--- src/rtl/grf_wb_arbiter_pkg.sv ---
// Shared constants, FSM encodings and FIFO entry layout for the GRF write-port arbiter.
package grf_wb_arbiter_pkg;

    localparam int NUM_REGS = 32;
    localparam int ADDR_W   = 5;
    localparam int DATA_W   = 32;
    localparam int PC_W     = 32;
    localparam int ENTRY_W  = ADDR_W + DATA_W + PC_W;

    typedef enum logic [1:0] {
        ST_EMPTY = 2'd0,
        ST_DRAIN = 2'd1,
        ST_FORCE = 2'd2
    } arb_state_t;

    typedef struct packed {
        logic [ADDR_W-1:0] addr;
        logic [DATA_W-1:0] wd;
        logic [PC_W-1:0]   pc;
    } wb_entry_t;

    // One-hot register mask; register 0 never appears in the scoreboard.
    function automatic logic [NUM_REGS-1:0] reg_mask(input logic [ADDR_W-1:0] a);
        reg_mask = '0;
        if (a != '0) reg_mask[a] = 1'b1;
    endfunction

endpackage

--- src/rtl/grf_wb_arbiter_fifo.sv ---
// wb_fifo: DEPTH-entry circular buffer (power-of-two DEPTH) with count, full and empty.
module wb_fifo
    import grf_wb_arbiter_pkg::*;
#(
    parameter int DEPTH = 2,
    parameter int W     = ENTRY_W
) (
    input  logic                       clk,
    input  logic                       reset,
    input  logic                       push,
    input  logic [W-1:0]               push_data,
    input  logic                       pop,
    output logic [W-1:0]               head,
    output logic [$clog2(DEPTH+1)-1:0] count,
    output logic                       full,
    output logic                       empty
);

    localparam int PTR_W = (DEPTH > 1) ? $clog2(DEPTH) : 1;
    localparam int CNT_W = $clog2(DEPTH + 1);

    logic [W-1:0]     mem [DEPTH];
    logic [PTR_W-1:0] wr_ptr;
    logic [PTR_W-1:0] rd_ptr;
    logic             do_push;
    logic             do_pop;

    // Full pushes and empty pops are dropped; there is no pass-through.
    assign do_push = push && !full;
    assign do_pop  = pop && !empty;
    assign full    = (count == CNT_W'(DEPTH));
    assign empty   = (count == '0);
    assign head    = mem[rd_ptr];

    always_ff @(posedge clk or posedge reset) begin
        if (reset) begin
            wr_ptr <= '0;
            rd_ptr <= '0;
            count  <= '0;
            for (int i = 0; i < DEPTH; i++) mem[i] <= '0;
        end else begin
            if (do_push) begin
                mem[wr_ptr] <= push_data;
                wr_ptr      <= wr_ptr + PTR_W'(1);
            end
            if (do_pop) rd_ptr <= rd_ptr + PTR_W'(1);
            case ({do_push, do_pop})
                2'b10:   count <= count + CNT_W'(1);
                2'b01:   count <= count - CNT_W'(1);
                default: count <= count;
            endcase
        end
    end

endmodule

--- src/rtl/grf_wb_arbiter.sv ---
// Shares the GRF write port between the W stage and buffered MDU results, with a busy scoreboard.
// Optional simulation checks are compiled in when GRF_WB_ARB_CHECK_EN is defined.
module grf_wb_arbiter
    import grf_wb_arbiter_pkg::*;
#(
    parameter int DEPTH      = 2,
    parameter int STARVE_MAX = 4
) (
    input  logic        clk,
    input  logic        reset,
    input  logic        pipe_we,
    input  logic [4:0]  pipe_addr,
    input  logic [31:0] pipe_wd,
    input  logic [31:0] pipe_pc,
    output logic        pipe_hold,
    input  logic        issue_valid,
    input  logic [4:0]  issue_addr,
    input  logic        mdu_valid,
    output logic        mdu_ready,
    input  logic [4:0]  mdu_addr,
    input  logic [31:0] mdu_wd,
    input  logic [31:0] mdu_pc,
    input  logic [4:0]  rs_addr,
    input  logic [4:0]  rt_addr,
    output logic        stall,
    output logic        grf_we,
    output logic [4:0]  grf_a3,
    output logic [31:0] grf_wd,
    output logic [31:0] grf_pc,
    output logic [1:0]  dbg_state
);

    localparam int CNT_W = $clog2(DEPTH + 1);
    localparam int CW    = CNT_W + 1;
    localparam logic [3:0] WAIT_LIMIT = 4'(STARVE_MAX - 1);

    arb_state_t          state_q, state_d;
    logic [3:0]          wait_q, wait_d;
    logic [NUM_REGS-1:0] busy_q, busy_d;

    wb_entry_t           mdu_entry;
    wb_entry_t           head;
    logic [CNT_W-1:0]    count;
    logic                full;
    logic                empty;
    logic                head_valid;
    logic                enq;
    logic                grant_pipe;
    logic                grant_head;
    logic [CW-1:0]       cnt_next;

    // MDU handshake: a result transfers on a cycle where mdu_valid && mdu_ready;
    // mdu_valid may be held across cycles and mdu_ready depends only on FIFO occupancy.
    assign mdu_ready  = !reset && !full;
    assign enq        = mdu_valid && mdu_ready;
    assign head_valid = !empty;
    assign mdu_entry  = '{addr: mdu_addr, wd: mdu_wd, pc: mdu_pc};
    assign cnt_next   = CW'(count) + CW'(enq) - CW'(grant_head);
    assign dbg_state  = state_q;

    wb_fifo #(
        .DEPTH (DEPTH),
        .W     (ENTRY_W)
    ) u_fifo (
        .clk       (clk),
        .reset     (reset),
        .push      (enq),
        .push_data (mdu_entry),
        .pop       (grant_head),
        .head      (head),
        .count     (count),
        .full      (full),
        .empty     (empty)
    );

    // A pipe write to r0 is consumed without a grant, so the head may use the port.
    always_comb begin
        grant_pipe = 1'b0;
        grant_head = 1'b0;
        pipe_hold  = 1'b0;
        if (state_q == ST_FORCE) begin
            grant_head = head_valid;
            pipe_hold  = 1'b1;
        end else if (pipe_we && pipe_addr != '0) begin
            grant_pipe = 1'b1;
        end else if (head_valid) begin
            grant_head = 1'b1;
        end
        if (reset) begin
            grant_pipe = 1'b0;
            grant_head = 1'b0;
            pipe_hold  = 1'b0;
        end
    end

    always_comb begin
        grf_we = 1'b0;
        grf_a3 = '0;
        grf_wd = '0;
        grf_pc = '0;
        if (grant_pipe) begin
            grf_we = 1'b1;
            grf_a3 = pipe_addr;
            grf_wd = pipe_wd;
            grf_pc = pipe_pc;
        end else if (grant_head) begin
            grf_we = 1'b1;
            grf_a3 = head.addr;
            grf_wd = head.wd;
            grf_pc = head.pc;
        end
    end

    always_comb begin
        state_d = state_q;
        wait_d  = wait_q;
        case (state_q)
            ST_EMPTY: begin
                wait_d = '0;
                if (enq) state_d = ST_DRAIN;
            end
            ST_DRAIN: begin
                if (!head_valid) begin
                    state_d = ST_EMPTY;
                    wait_d  = '0;
                end else if (grant_head) begin
                    wait_d = '0;
                    if (cnt_next == '0) state_d = ST_EMPTY;
                end else begin
                    wait_d = wait_q + 4'd1;
                    if (wait_q == WAIT_LIMIT) state_d = ST_FORCE;
                end
            end
            ST_FORCE: begin
                wait_d  = '0;
                state_d = (cnt_next != '0) ? ST_DRAIN : ST_EMPTY;
            end
            default: begin
                state_d = ST_EMPTY;
                wait_d  = '0;
            end
        endcase
    end

    // Issue set is applied after the grant clear so a same-register set wins.
    always_comb begin
        busy_d = busy_q;
        if (grant_head) busy_d = busy_d & ~reg_mask(head.addr);
        if (issue_valid) busy_d = busy_d | reg_mask(issue_addr);
    end

    assign stall = !reset && (busy_q[rs_addr] || busy_q[rt_addr]);

    always_ff @(posedge clk or posedge reset) begin
        if (reset) begin
            state_q <= ST_EMPTY;
            wait_q  <= '0;
            busy_q  <= '0;
        end else begin
            state_q <= state_d;
            wait_q  <= wait_d;
            busy_q  <= busy_d;
        end
    end

`ifdef GRF_WB_ARB_CHECK_EN
    always_ff @(posedge clk) begin
        if (!reset) begin
            if (pipe_we && pipe_addr != '0 && busy_q[pipe_addr])
                $display("grf_wb_arbiter error: pipe write to busy r%0d pc=%h", pipe_addr, pipe_pc);
            if (issue_valid && issue_addr != '0 && busy_q[issue_addr])
                $display("grf_wb_arbiter error: issue to busy r%0d", issue_addr);
            if (mdu_valid && !mdu_ready)
                $display("grf_wb_arbiter error: mdu_valid while not ready pc=%h", mdu_pc);
            if (grant_head && head.addr != '0 && !busy_q[head.addr])
                $display("grf_wb_arbiter error: granted head r%0d not busy pc=%h", head.addr, head.pc);
        end
    end
`endif

endmodule

--- config.mk ---
export PLATFORM = sky130hd
export DESIGN_NAME = grf_wb_arbiter
export DESIGN_NICKNAME = d
export VERILOG_FILES = /design/src/rtl/grf_wb_arbiter_pkg.sv /design/src/rtl/grf_wb_arbiter_fifo.sv /design/src/rtl/grf_wb_arbiter.sv
export SDC_FILE = /design/constraint.sdc
export NUM_CORES = 1
export LEC_CHECK = 0
export CORE_MARGIN = 2
export CORE_UTILIZATION = 45
export DETAILED_ROUTE_END_ITERATION = 10
export PLACE_DENSITY = 0.77
export SYNTH_ARGS = -nofsm -noshare
export SYNTH_HDL_FRONTEND = slang
export SYNTH_HIERARCHICAL = 1
export SYNTH_SLANG_ARGS = --single-unit
--- constraint.sdc ---
create_clock -name clk -period 4.9 [get_ports clk]
set_clock_uncertainty 0.1 [all_clocks]
set_input_delay 0.98 -clock clk [delete_from_list [all_inputs] [get_ports clk]]
set_output_delay 0.98 -clock clk [all_outputs]
set_load 0.02 [all_outputs]
## Word-level counts from Yosys, hierarchy flattened

Cells that the tools add are included.
Widths: inputs -> output; s select.

| word-level totals | value |
|---|---|
| flip-flop bits (word level) | 180 |
| latch bits | 0 |
| bits in writable memories | 0 |
| ROM bits | 0 |
| bits of input ports | 158 |
| output and inout bits | 75 |
| word-level logic and storage cells | 108 |
| memories | 0 |

| cells by class | value |
|---|---|
| add/sub/neg operators | 7 |
| multipliers | 0 |
| div/mod/pow operators | 0 |
| $lt $le $gt $ge | 9 |
| equality and inequality tests | 9 |
| shift-type cells | 0 |
| multiplexer cells | 48 |
| bitwise logic cells | 5 |
| reduce and logical (&&, ||, !) cells | 22 |

Operators by type and width:

| cell | number |
|---|---|
| $mux 32 | 10 |
| $mux 69 | 4 |
| $bwmux 138 | 1 |
| $demux 69 s1 | 1 |
| $and 32x32->32 | 1 |
| $not 32->32 | 1 |
| $or 32x32->32 | 1 |
| $lt 5x6->1 const B | 4 |
| $mux 1 | 16 |
| $reduce_bool 5->1 | 3 |
| $mux 4 | 3 |
| $bmux 1 s5 | 2 |
| $demux 1 s5 | 2 |
| $ge 5x1->1 const B | 2 |
| $mux 2 | 5 |
| $mux 5 | 2 |
| $logic_and 1x1->1 | 9 |
| $ne 4x4->1 const B | 2 |
| $eq 2x2->1 const B | 3 |
| $pmux 2 s3 | 1 |
| $add 4x1->4 const B | 1 |
| $eq 2x1->1 const B | 2 |
| $eq 4x2->1 const B | 1 |
| $ge 2x2->1 const B | 2 |
| other kinds (16) | 21 |

## Logic depth before layout (Yosys ltp)

Gate-level depths: netlist of the first run.

| depth | value |
|---|---|
| word-level depth | 15 |
| mapped depth | 14 |
| gate-level depth less buffers | 13 |

## Cells and area by module

The synthesis of the first run kept the hierarchy.

Modules (own cells, without submodules):

| module | times used | cells an instance | area an instance (µm²) | sequential area each (µm²) |
|---|---|---|---|---|
| wb_fifo | 1 | 387 | 6,192.2 | 3,553.4 |
| grf_wb_arbiter | 1 | 312 | 3,005.4 | 950.9 |

## Worst setup path before layout of the first run

No wires, ideal clock.

| path | value |
|---|---|
| path type | input-to-reg |
| from | input port pipe_addr[3] |
| to | register state_q[0], in the netlist dbg_state[0] |
| setup time | 0.118 ns |
| arrival | 3.502 ns |
| data required time | 4.682 ns |
| setup slack | 1.180 ns |
| cell stages on the path | 14 |
| buffers on the path | 2 |
| cells stage by stage | or4_4 > o211ai_4 > and2_1 > buf_4 > buf_6 > ha_1 > inv_1 > ha_1 > fa_1 > nor2_1 > nand2_1 > nand3_1 > o211ai_1 > a21o_1 |

| on the way | value |
|---|---|
| longest elaborated chain between the ends | 9 |
| elaborated cells on any way between the ends | 15 |
| those cells by class | 1 x add/sub; 2 x eq/ne; 7 x mux; 5 x reduce/logical |

RTL lines:

| what | RTL line | RTL |
|---|---|---|
| start, declared | grf_wb_arbiter.sv:12 | `input logic [4:0] pipe_addr,` |
| $reduce_bool 5->1 * | grf_wb_arbiter.sv:84 | `end else if (pipe_we && pipe_addr != '0) begin` |
| $logic_and 1x1->1 * | grf_wb_arbiter.sv:84 |  |
| $mux 1 * | grf_wb_arbiter.sv:84 |  |
| $mux 1 * | grf_wb_arbiter.sv:81 | `if (state_q == ST_FORCE) begin` |
| $mux 1 * | grf_wb_arbiter.sv:89 | `if (reset) begin` |
| via grant_head | grf_wb_arbiter.sv:49 | `logic grant_head;` |
| $sub 3x1->3 | grf_wb_arbiter.sv:58 | `assign cnt_next = CW'(count) + CW'(enq) - CW'(grant_head);` |
| $logic_not 3->1 / $reduce_bool 3->1 (equally long branches) | grf_wb_arbiter.sv:128, grf_wb_arbiter.sv:136 |  |
| $ne 4x4->1 (no line) / $mux 1 (equally long branches) | -- |  |
| $reduce_and 3->1 (no line) / $pmux 2 s3 (equally long branches) | -- |  |
| end signal, assigned | grf_wb_arbiter.sv:160 | `state_q <= state_d;` |
| end, declared | grf_wb_arbiter.sv:37 | `arb_state_t state_q, state_d;` |

Mark *: on every way through the listed nets, which the timed path passes. The rest lies on a longest branch.
A chain may end at the register's enable or synchronous reset.

## Worst setup path after layout of the first run

| path | value |
|---|---|
| from | input port pipe_addr[3] |
| to | output port grf_wd[16] |

| on the way | value |
|---|---|
| longest elaborated chain between the ends | 7 |
| elaborated cells on any way between the ends | 10 |
| those cells by class | 8 x mux; 2 x reduce/logical |

RTL lines:

| what | RTL line | RTL |
|---|---|---|
| $reduce_bool 5->1 * | grf_wb_arbiter.sv:84 |  |
| $logic_and 1x1->1 * | grf_wb_arbiter.sv:84 |  |
| $mux 1 | grf_wb_arbiter.sv:84 |  |
| $mux 1 | grf_wb_arbiter.sv:81 |  |
| $mux 1 | grf_wb_arbiter.sv:89 |  |
| $mux 32 | grf_wb_arbiter.sv:106 | `end else if (grant_head) begin` |
| $mux 32 * | grf_wb_arbiter.sv:101 | `if (grant_pipe) begin` |
| end, declared | grf_wb_arbiter.sv:28 | `output logic [31:0] grf_wd,` |

Mark *: on every way between the ends. The rest lies on a longest branch, timed or not.

==> tab_implementation.tex, run 1 <==
\begin{tabular}{lr}
\hline
Metric & Value \\
\hline
\multicolumn{2}{l}{\textbf{GRT}} \\
Largest net degree at the start of global routing & 122 \\
Initial antenna violation count & 0 \\
GRT Overall Usage & a little over a fifth \\
Via count of the first global-routing pass & 7,006 \\
Wire length of the first global-routing pass & 37,200 um \\
Total overflow reported by the global router & 0 \\
\multicolumn{2}{l}{\textbf{Clock network}} \\
CTS max path bufs & 2 \\
Clock transition at the registers of the reported paths & around 70 ps \\
Clock tree from TritonCTS & yes \\
Number of gates resized after CTS & 0 \\
Number of buffers inserted during clock tree synthesis & 17 \\
Buffer cell driving the clock tree root & sky130\_fd\_sc\_hd\_\_clkbuf\_16 \\
Hold bufs inserted after CTS & 0 \\
Postcts setup bufs & 0 \\
Clock sink count & 180 \\
Latest clock arrival within the worst-skew pair & about 420 ps \\
Maximum level of the CTS H-tree & 4 \\
\multicolumn{2}{l}{\textbf{Floorplan}} \\
Core Rows & between 50 and 60 \\
Standard cell core area & between 0.02 and 0.025 mm\^{}2 \\
X dimension of the die & roughly 150 um \\
Die boundary height & $\sim$150 um \\
Die Footprint & roughly 0.022 mm\^{}2 \\
I/O pin count & approximately 230 \\
Starting utilization of the core area & a little under half \\
\multicolumn{2}{l}{\textbf{Power and ir drop}} \\
VDD IR-drop max & between 200 and 300 uV \\
Lkg Pwr & roughly 5.1 nW \\
Pwr per Cell Area & $\sim$570 mW/mm\^{}2 \\
\multicolumn{2}{l}{\textbf{STA}} \\
Final Critical Period & approximately 4700 ps \\
Worst slew slack as a fraction of its limit & approximately a quarter \\
Slew at the pin closest to its max-slew limit & between 1000 and 1500 ps \\
Ratio of final minimum period to clock period & 95.4\% \\
Setup repair after global routing missed its margin & false \\
Max-slew violation count & 0 \\
Summed negative setup slack over all endpoints & 0 ps \\
Final-report hold violation count & 0 \\
Setup-violating endpoint count in the final report & 0 \\
Final WS setup & about 230 ps \\
Worst slack on hold paths & between 300 and 400 ps \\
Fmax & between 200 and 250 MHz \\
\multicolumn{2}{l}{\textbf{Setup path}} \\
WP data arrival & 3590 ps \\
Largest fanout on the critical path & 27 \\
Type of destination of the critical path & output pin \\
Worst Path Class, Setup & in -> out \\
Kind of launch point of the worst setup path & input port \\
Count of cells along the worst register-to-register path & 13 \\
Required @ worst endpoint & 3820 ps \\
\multicolumn{2}{l}{\textbf{Finish}} \\
Antenna Diode Count & 0 \\
Commonest non-fill, non-tap cells in the layout & sky130\_fd\_sc\_hd\_\_clkdlybuf4s50\_1 (232), sky130\_fd\_sc\_hd\_\_mux2\_2 (198), sky130\_fd\_sc\_hd\_\_dfrtp\_1 (179), sky130\_fd\_sc\_hd\_\_a22o\_1 (70), sky130\_fd\_sc\_hd\_\_o21ai\_0 (62) \\
Layout cell share with drive strength beyond 1 & around 30\% \\
Commonest non-fill, non-tap cell in the layout & sky130\_fd\_sc\_hd\_\_clkdlybuf4s50\_1 \\
Layout area overhead & 34.1\% \\
Net count reported at finish & around 1,100 \\
\multicolumn{2}{l}{\textbf{Flow run}} \\
Max cap viols & 0 \\
\multicolumn{2}{l}{\textbf{Synth}} \\
FF+latch count, synth & 180 \\
Portion of the post-synthesis area used by sequential elements & around half \\
Portion of synthesized cell area occupied by the leading cell type & 49.0\% \\
Synth async-reset ratio & between 90\% and 100\% \\
Number of enable flip-flop cells after synthesis & 0 \\
Gate count of the mapped netlist & around 700 \\
Most used flip-flop cell after synthesis & sky130\_fd\_sc\_hd\_\_dfrtp\_1 \\
Synth area leader & sky130\_fd\_sc\_hd\_\_dfrtp\_1 \\
Number of synthesis warnings & 6 \\
Count of different cell masters after synthesis & between 40 and 50 \\
Average cell area after synthesis & 13.2 um\^{}2 \\
Post-synth net total & around 860 \\
Area contributors post-synth & sky130\_fd\_sc\_hd\_\_dfrtp\_1 (49\%), sky130\_fd\_sc\_hd\_\_mux2\_2 (24\%), sky130\_fd\_sc\_hd\_\_a22o\_1 (6.7\%), sky130\_fd\_sc\_hd\_\_o21ai\_0 (3.4\%), sky130\_fd\_sc\_hd\_\_mux4\_2 (2.9\%) \\
Post-Synthesis Cell Area & 0.00920 mm\^{}2 \\
\multicolumn{2}{l}{\textbf{Drt}} \\
Number of iterations in the first detailed-routing pass & 5 \\
Via-to-Cell Ratio & approximately 5.6 \\
Total DRC errors in the routed layout & 0 \\
Total Routed Length & 23,200 um \\
Antenna Violating Nets Remaining & 0 \\
Number of vias after detailed routing & 6,674 \\
Avg WL per Cell & around 19 um \\
DRT iter0 DRCs & 330 \\
\multicolumn{2}{l}{\textbf{Placed design}} \\
GP Congestion & between 0.8 and 0.9 \\
Setup WS pre-CTS & 273 ps \\
Count of buffers inserted at the top-level ports & $\sim$230 \\
Detailed Place HPWL & approximately 16,000 um \\
\multicolumn{2}{l}{\textbf{Min path}} \\
Hold Path Depth & 0 \\
Hold Crit Class & reg -> reg \\
\multicolumn{2}{l}{\textbf{Outcome}} \\
Run status & completed \\
\hline
\end{tabular}
## through the flow
step	instance area [um^2]	cells	power [mW]	utilization, %
after detailed placement	11700	1169	5.64	58.1
final	12300	1201	7.01	61.1
after global placement	11700	1169	5.56	58.1
after CTS	12300	1201	7.07	61.1
after global routing	12300	1201	7.42	61.1
after floorplan	9200	699	4.69	-
## state kept, by name, summed over array words and instances (netlist names)
name and flops:
busy_q 32, wait_q 4, u_fifo/rd_ptr 1, u_fifo/count 2
dbg_state 2, u_fifo/mem 138, u_fifo/wr_ptr 1
## final cells by class
| type | instances | area (um^2) |
|---|---|---|
| clock inverters | 12 | 143 |
| flip-flops and latches | 180 | 4510 |
| fillers | 1584 | 7840 |
| repair buffers | 247 | 2470 |
| multi-input cells | 463 | 4370 |
| clock buffers | 20 | 467 |
| inverters | 9 | 38.8 |
| well taps | 270 | 338 |
## where the power goes
part	total, mW	switching [mW]	leakage [nW]	internal [mW]
combinational	2.92	1.23	2.60	1.69
clock	1.40	0.594	0.304	0.804
sequential	2.69	0.467	2.15	2.23
total	7.01	2.29	5.06	4.72
## kinds of logic (layout without fill, tap and decap cells)
logic type,after synthesis,after routing,share of synthesized area (%)
muxes,228,228,29.7
DFF,180,180,49.0
AOI/OAI and AO/OA,147,147,11.4
and+or+nand+nor,75,75,4.75
buffers and inverters,56,288,3.71
xor gates and xnor gates,8,8,0.762
adders and majority gates,5,5,0.762
## cells in the mapped netlist, types with 10 or more instances
master	instances
sky130_fd_sc_hd__a22o_1	70
sky130_fd_sc_hd__nand3b_1	10
sky130_fd_sc_hd__mux2_2	198
sky130_fd_sc_hd__mux4_2	12
sky130_fd_sc_hd__mux2_4	10
sky130_fd_sc_hd__nor2_1	22
sky130_fd_sc_hd__dfrtp_1	180
sky130_fd_sc_hd__o21ai_0	62
sky130_fd_sc_hd__buf_2	18
sky130_fd_sc_hd__buf_6	10
sky130_fd_sc_hd__clkbuf_1	11
## per-layer routing
| layer | share of wire [%] | track usage, % | up-vias |
|---|---|---|---|
| met3 | 7.5 | 6.74 | 25 |
| met5 | 0 | 0 | - |
| met4 | 1.5 | 5.72 | 0 |
| li1 | - | - | 3057 |
| met1 | 42 | 27.1 | 3353 |
| met2 | 49 | 37.5 | 239 |
## worst paths after layout
kind / startpoint / to / slack, ps
max: pipe_addr[3] / grf_wd[16] / 230
max reg2reg: u_fifo/count[1] / dbg_state[0] / 1750
max in group asynchronous: reset / u_fifo/mem[73] / 2410
min reg2reg: busy_q[0] / busy_q[0] / 310
min in group asynchronous: reset / u_fifo/mem[36] / 1300
min: busy_q[0] / busy_q[0] / 310
## critical path, cell delays in order
cell                              delay [ps]
sky130_fd_sc_hd__clkdlybuf4s50_1         420
sky130_fd_sc_hd__or4_4                   550
sky130_fd_sc_hd__o211ai_4                280
sky130_fd_sc_hd__and2_2                  250
sky130_fd_sc_hd__buf_4                   290
sky130_fd_sc_hd__a22o_1                  200
sky130_fd_sc_hd__clkdlybuf4s50_1         600
Note: power is estimated with default switching activity, not from simulation.
==> run 2: changes to the inputs <==
SKIP_CTS_REPAIR_TIMING = 1   (was unset)
==> results of run 2 <==
Same layout as run 1: the final DEF is identical, and so are final timing and power.
==> run 3: changes to the inputs <==
CAP_MARGIN = 25   (was unset)
==> run 3 against run 2 <==
Net effect:
- hold slack worse by 2.0 ps
- cell area fell by 0.33%
- flip-flop and latch count did not move
- largest power group unchanged
- non-clock buffer count grew 1
- maximum frequency grew 0.75%
- highest routed layer unchanged
- core utilization is 0.20 points lower
- total power shrank 1.9%
- register-to-register slack got worse by 20 ps
==> tab_implementation.tex, run 3 (synthesized netlist as in run 1, its figures left out) <==
\begin{tabular}{lr}
\hline
Metric & Value \\
\hline
\multicolumn{2}{l}{\textbf{Drt}} \\
Total Routed Length & between 20,000 and 25,000 um \\
Avg WL per Cell & a little under 20 um \\
Antenna Violating Nets Remaining & 0 \\
Total DRC errors in the routed layout & 0 \\
Number of iterations in the first detailed-routing pass & 5 \\
Number of vias after detailed routing & approximately 6,700 \\
DRT iter0 DRCs & around 360 \\
Via-to-Cell Ratio & roughly 5.5 \\
\multicolumn{2}{l}{\textbf{STA}} \\
Fmax & roughly 220 MHz \\
Setup-violating endpoint count in the final report & 0 \\
Final-report hold violation count & 0 \\
Final Critical Period & 4640 ps \\
Setup repair after global routing missed its margin & false \\
Ratio of final minimum period to clock period & between 90\% and 100\% \\
Slew at the pin closest to its max-slew limit & between 700 and 800 ps \\
Summed negative setup slack over all endpoints & 0 ps \\
Max-slew violation count & 0 \\
Worst slew slack as a fraction of its limit & a little under half \\
\multicolumn{2}{l}{\textbf{Setup path}} \\
Count of cells along the worst register-to-register path & 13 \\
Max stage delay on crit path & about 610 ps \\
Worst path buffer plus inverter count & 3 \\
Slack of the worst reg-to-reg path & around 1700 ps \\
Launch point of the worst reg-to-reg path & u\_fifo/count[1] \\
Largest fanout on the critical path & 27 \\
Cell type group with the largest total delay on the critical path & buffers and inverters \\
CP dominant cell by count & sky130\_fd\_sc\_hd\_\_clkdlybuf4s50\_1 \\
Kind of launch point of the worst setup path & input port \\
Type of destination of the critical path & output pin \\
Required @ worst endpoint & between 3000 and 4000 ps \\
Cell at the slowest stage of the critical path & sky130\_fd\_sc\_hd\_\_clkdlybuf4s50\_1 \\
Worst Path Class, Setup & in -> out \\
Cell-by-cell trace of the critical path & clkdlybuf4s50\_1 -> or4\_4 -> o211ai\_4 -> and2\_2 -> buf\_4 -> a22o\_1 -> clkdlybuf4s50\_1 \\
WP data arrival & 3560 ps \\
End of the worst register-to-register path & dbg\_state[0] \\
\multicolumn{2}{l}{\textbf{Clock network}} \\
Clock sink count & 180 \\
Buffer cell driving the clock tree root & sky130\_fd\_sc\_hd\_\_clkbuf\_16 \\
Number of buffers inserted during clock tree synthesis & 17 \\
Clock tree from TritonCTS & yes \\
Maximum level of the CTS H-tree & 4 \\
Clock transition at the registers of the reported paths & 70 ps \\
CTS max path bufs & 2 \\
Latest clock arrival within the worst-skew pair & about 400 ps \\
\multicolumn{2}{l}{\textbf{Flow run}} \\
Max cap viols & 0 \\
\multicolumn{2}{l}{\textbf{Floorplan}} \\
Starting utilization of the core area & 45.6\% \\
Die Footprint & around 0.022 mm\^{}2 \\
Die boundary height & $\sim$150 um \\
Core Rows & 52 \\
I/O pin count & 233 \\
X dimension of the die & approximately 150 um \\
Standard cell core area & 0.0202 mm\^{}2 \\
\multicolumn{2}{l}{\textbf{Placed design}} \\
GP Congestion & approximately 0.9 \\
Count of buffers inserted at the top-level ports & 232 \\
Detailed Place HPWL & 16,500 um \\
\multicolumn{2}{l}{\textbf{Finish}} \\
Commonest non-fill, non-tap cell in the layout & sky130\_fd\_sc\_hd\_\_clkdlybuf4s50\_1 \\
Layout cell share with drive strength beyond 1 & 29.7\% \\
Commonest non-fill, non-tap cells in the layout & sky130\_fd\_sc\_hd\_\_clkdlybuf4s50\_1 (232), sky130\_fd\_sc\_hd\_\_mux2\_2 (198), sky130\_fd\_sc\_hd\_\_dfrtp\_1 (179), sky130\_fd\_sc\_hd\_\_a22o\_1 (70), sky130\_fd\_sc\_hd\_\_o21ai\_0 (62) \\
Number of flip-flops in the largest register & approximately 140 \\
Layout area overhead & 33.6\% \\
Biggest regs & u\_fifo/mem (138), busy\_q (32), wait\_q (4) \\
Net count reported at finish & 1,082 \\
Top register by number of flip-flops & u\_fifo/mem \\
Antenna Diode Count & 0 \\
Final core utilization & around 61\% \\
\multicolumn{2}{l}{\textbf{Min path}} \\
HP Start & busy\_q[0] \\
Hold Path Depth & 0 \\
Hold Crit Class & reg -> reg \\
Worst hold endpoint & busy\_q[0] \\
\multicolumn{2}{l}{\textbf{GRT}} \\
Total overflow reported by the global router & 0 \\
Via count of the first global-routing pass & 7,163 \\
Largest net degree at the start of global routing & 64 \\
GRT Overall Usage & about 22\% \\
Wire length of the first global-routing pass & 37,400 um \\
Initial antenna violation count & 0 \\
\multicolumn{2}{l}{\textbf{Power and ir drop}} \\
Pwr per Cell Area & approximately 560 mW/mm\^{}2 \\
Lkg Pwr & $\sim$5 nW \\
VDD IR-drop max & $\sim$260 uV \\
\multicolumn{2}{l}{\textbf{Outcome}} \\
Run status & completed \\
\hline
\end{tabular}
run 3: cell count changes in the layout (fill, tap and decap cells not counted):
cell                         before  now
sky130_fd_sc_hd__clkinvlp_4       0    5
sky130_fd_sc_hd__buf_16           0    1
sky130_fd_sc_hd__inv_6            5    2
sky130_fd_sc_hd__clkinv_4         3    1
sky130_fd_sc_hd__clkbuf_1         0    3
sky130_fd_sc_hd__clkbuf_8         3    2
sky130_fd_sc_hd__bufinv_16        2    0
run 3: worst reg2reg max path, delay by kind of cell, from the launching register on:
kind            cells  cell delay (ps)
compound gates      2              270
buf+inv             2              350
fa+ha+maj           3              850
simple gates        6             1030
flops               1              480
run 3: how the worst max path moves through the flow:
stage               slack [ps]               to          from  cells past startpoint
CTS                        250        grf_wd[1]  pipe_addr[3]                      7
detailed placement         260        grf_wd[1]  pipe_addr[3]                      7
global route               170        grf_wd[3]  pipe_addr[3]                      7
global placement           280       grf_wd[13]  pipe_addr[3]                      7
finish                     260        grf_wd[1]  pipe_addr[3]                      7
floorplan                   10  u_fifo/count[0]         reset                      1
run 3: layout make-up:
cell class | count | area (um^2)
clock inverter | 10 | 76.3
inverter | 9 | 38.8
timing repair buffer | 248 | 2500
fill | 1622 | 7880
sequential | 180 | 4510
clock buffer | 22 | 464
multi-input combinational | 463 | 4370
tap | 270 | 338
run 3: power breakdown:
part	switching (mW)	leakage, nW	internal, mW
logic	1.23	2.62	1.69
registers	0.469	2.15	2.23
clock network	0.573	0.251	0.680
run 3: through the flow:
stage / hold WS [ps] / setup WS (ps) / power [mW] / instance area (um^2) / cells
global placement: 296 / 280 / 5.56 / 11700 / 1169
detailed placement: 295 / 261 / 5.65 / 11700 / 1170
finish: 303 / 262 / 6.88 / 12300 / 1202
floorplan: 333 / 10.4 / 4.69 / 9200 / 699
CTS: 310 / 248 / 6.93 / 12300 / 1202
global route: 325 / 172 / 7.30 / 12300 / 1202
run 3: per-layer routing:
metal	GRT usage (%)	vias up	share of wire, %	wire length [um]
met1	27.0	3332	42	9740
met2	38.1	246	49	11400
met3	5.43	31	6.7	1550
li1	-	3053	-	-
met5	0	-	0	0
met4	6.92	0	1.7	402
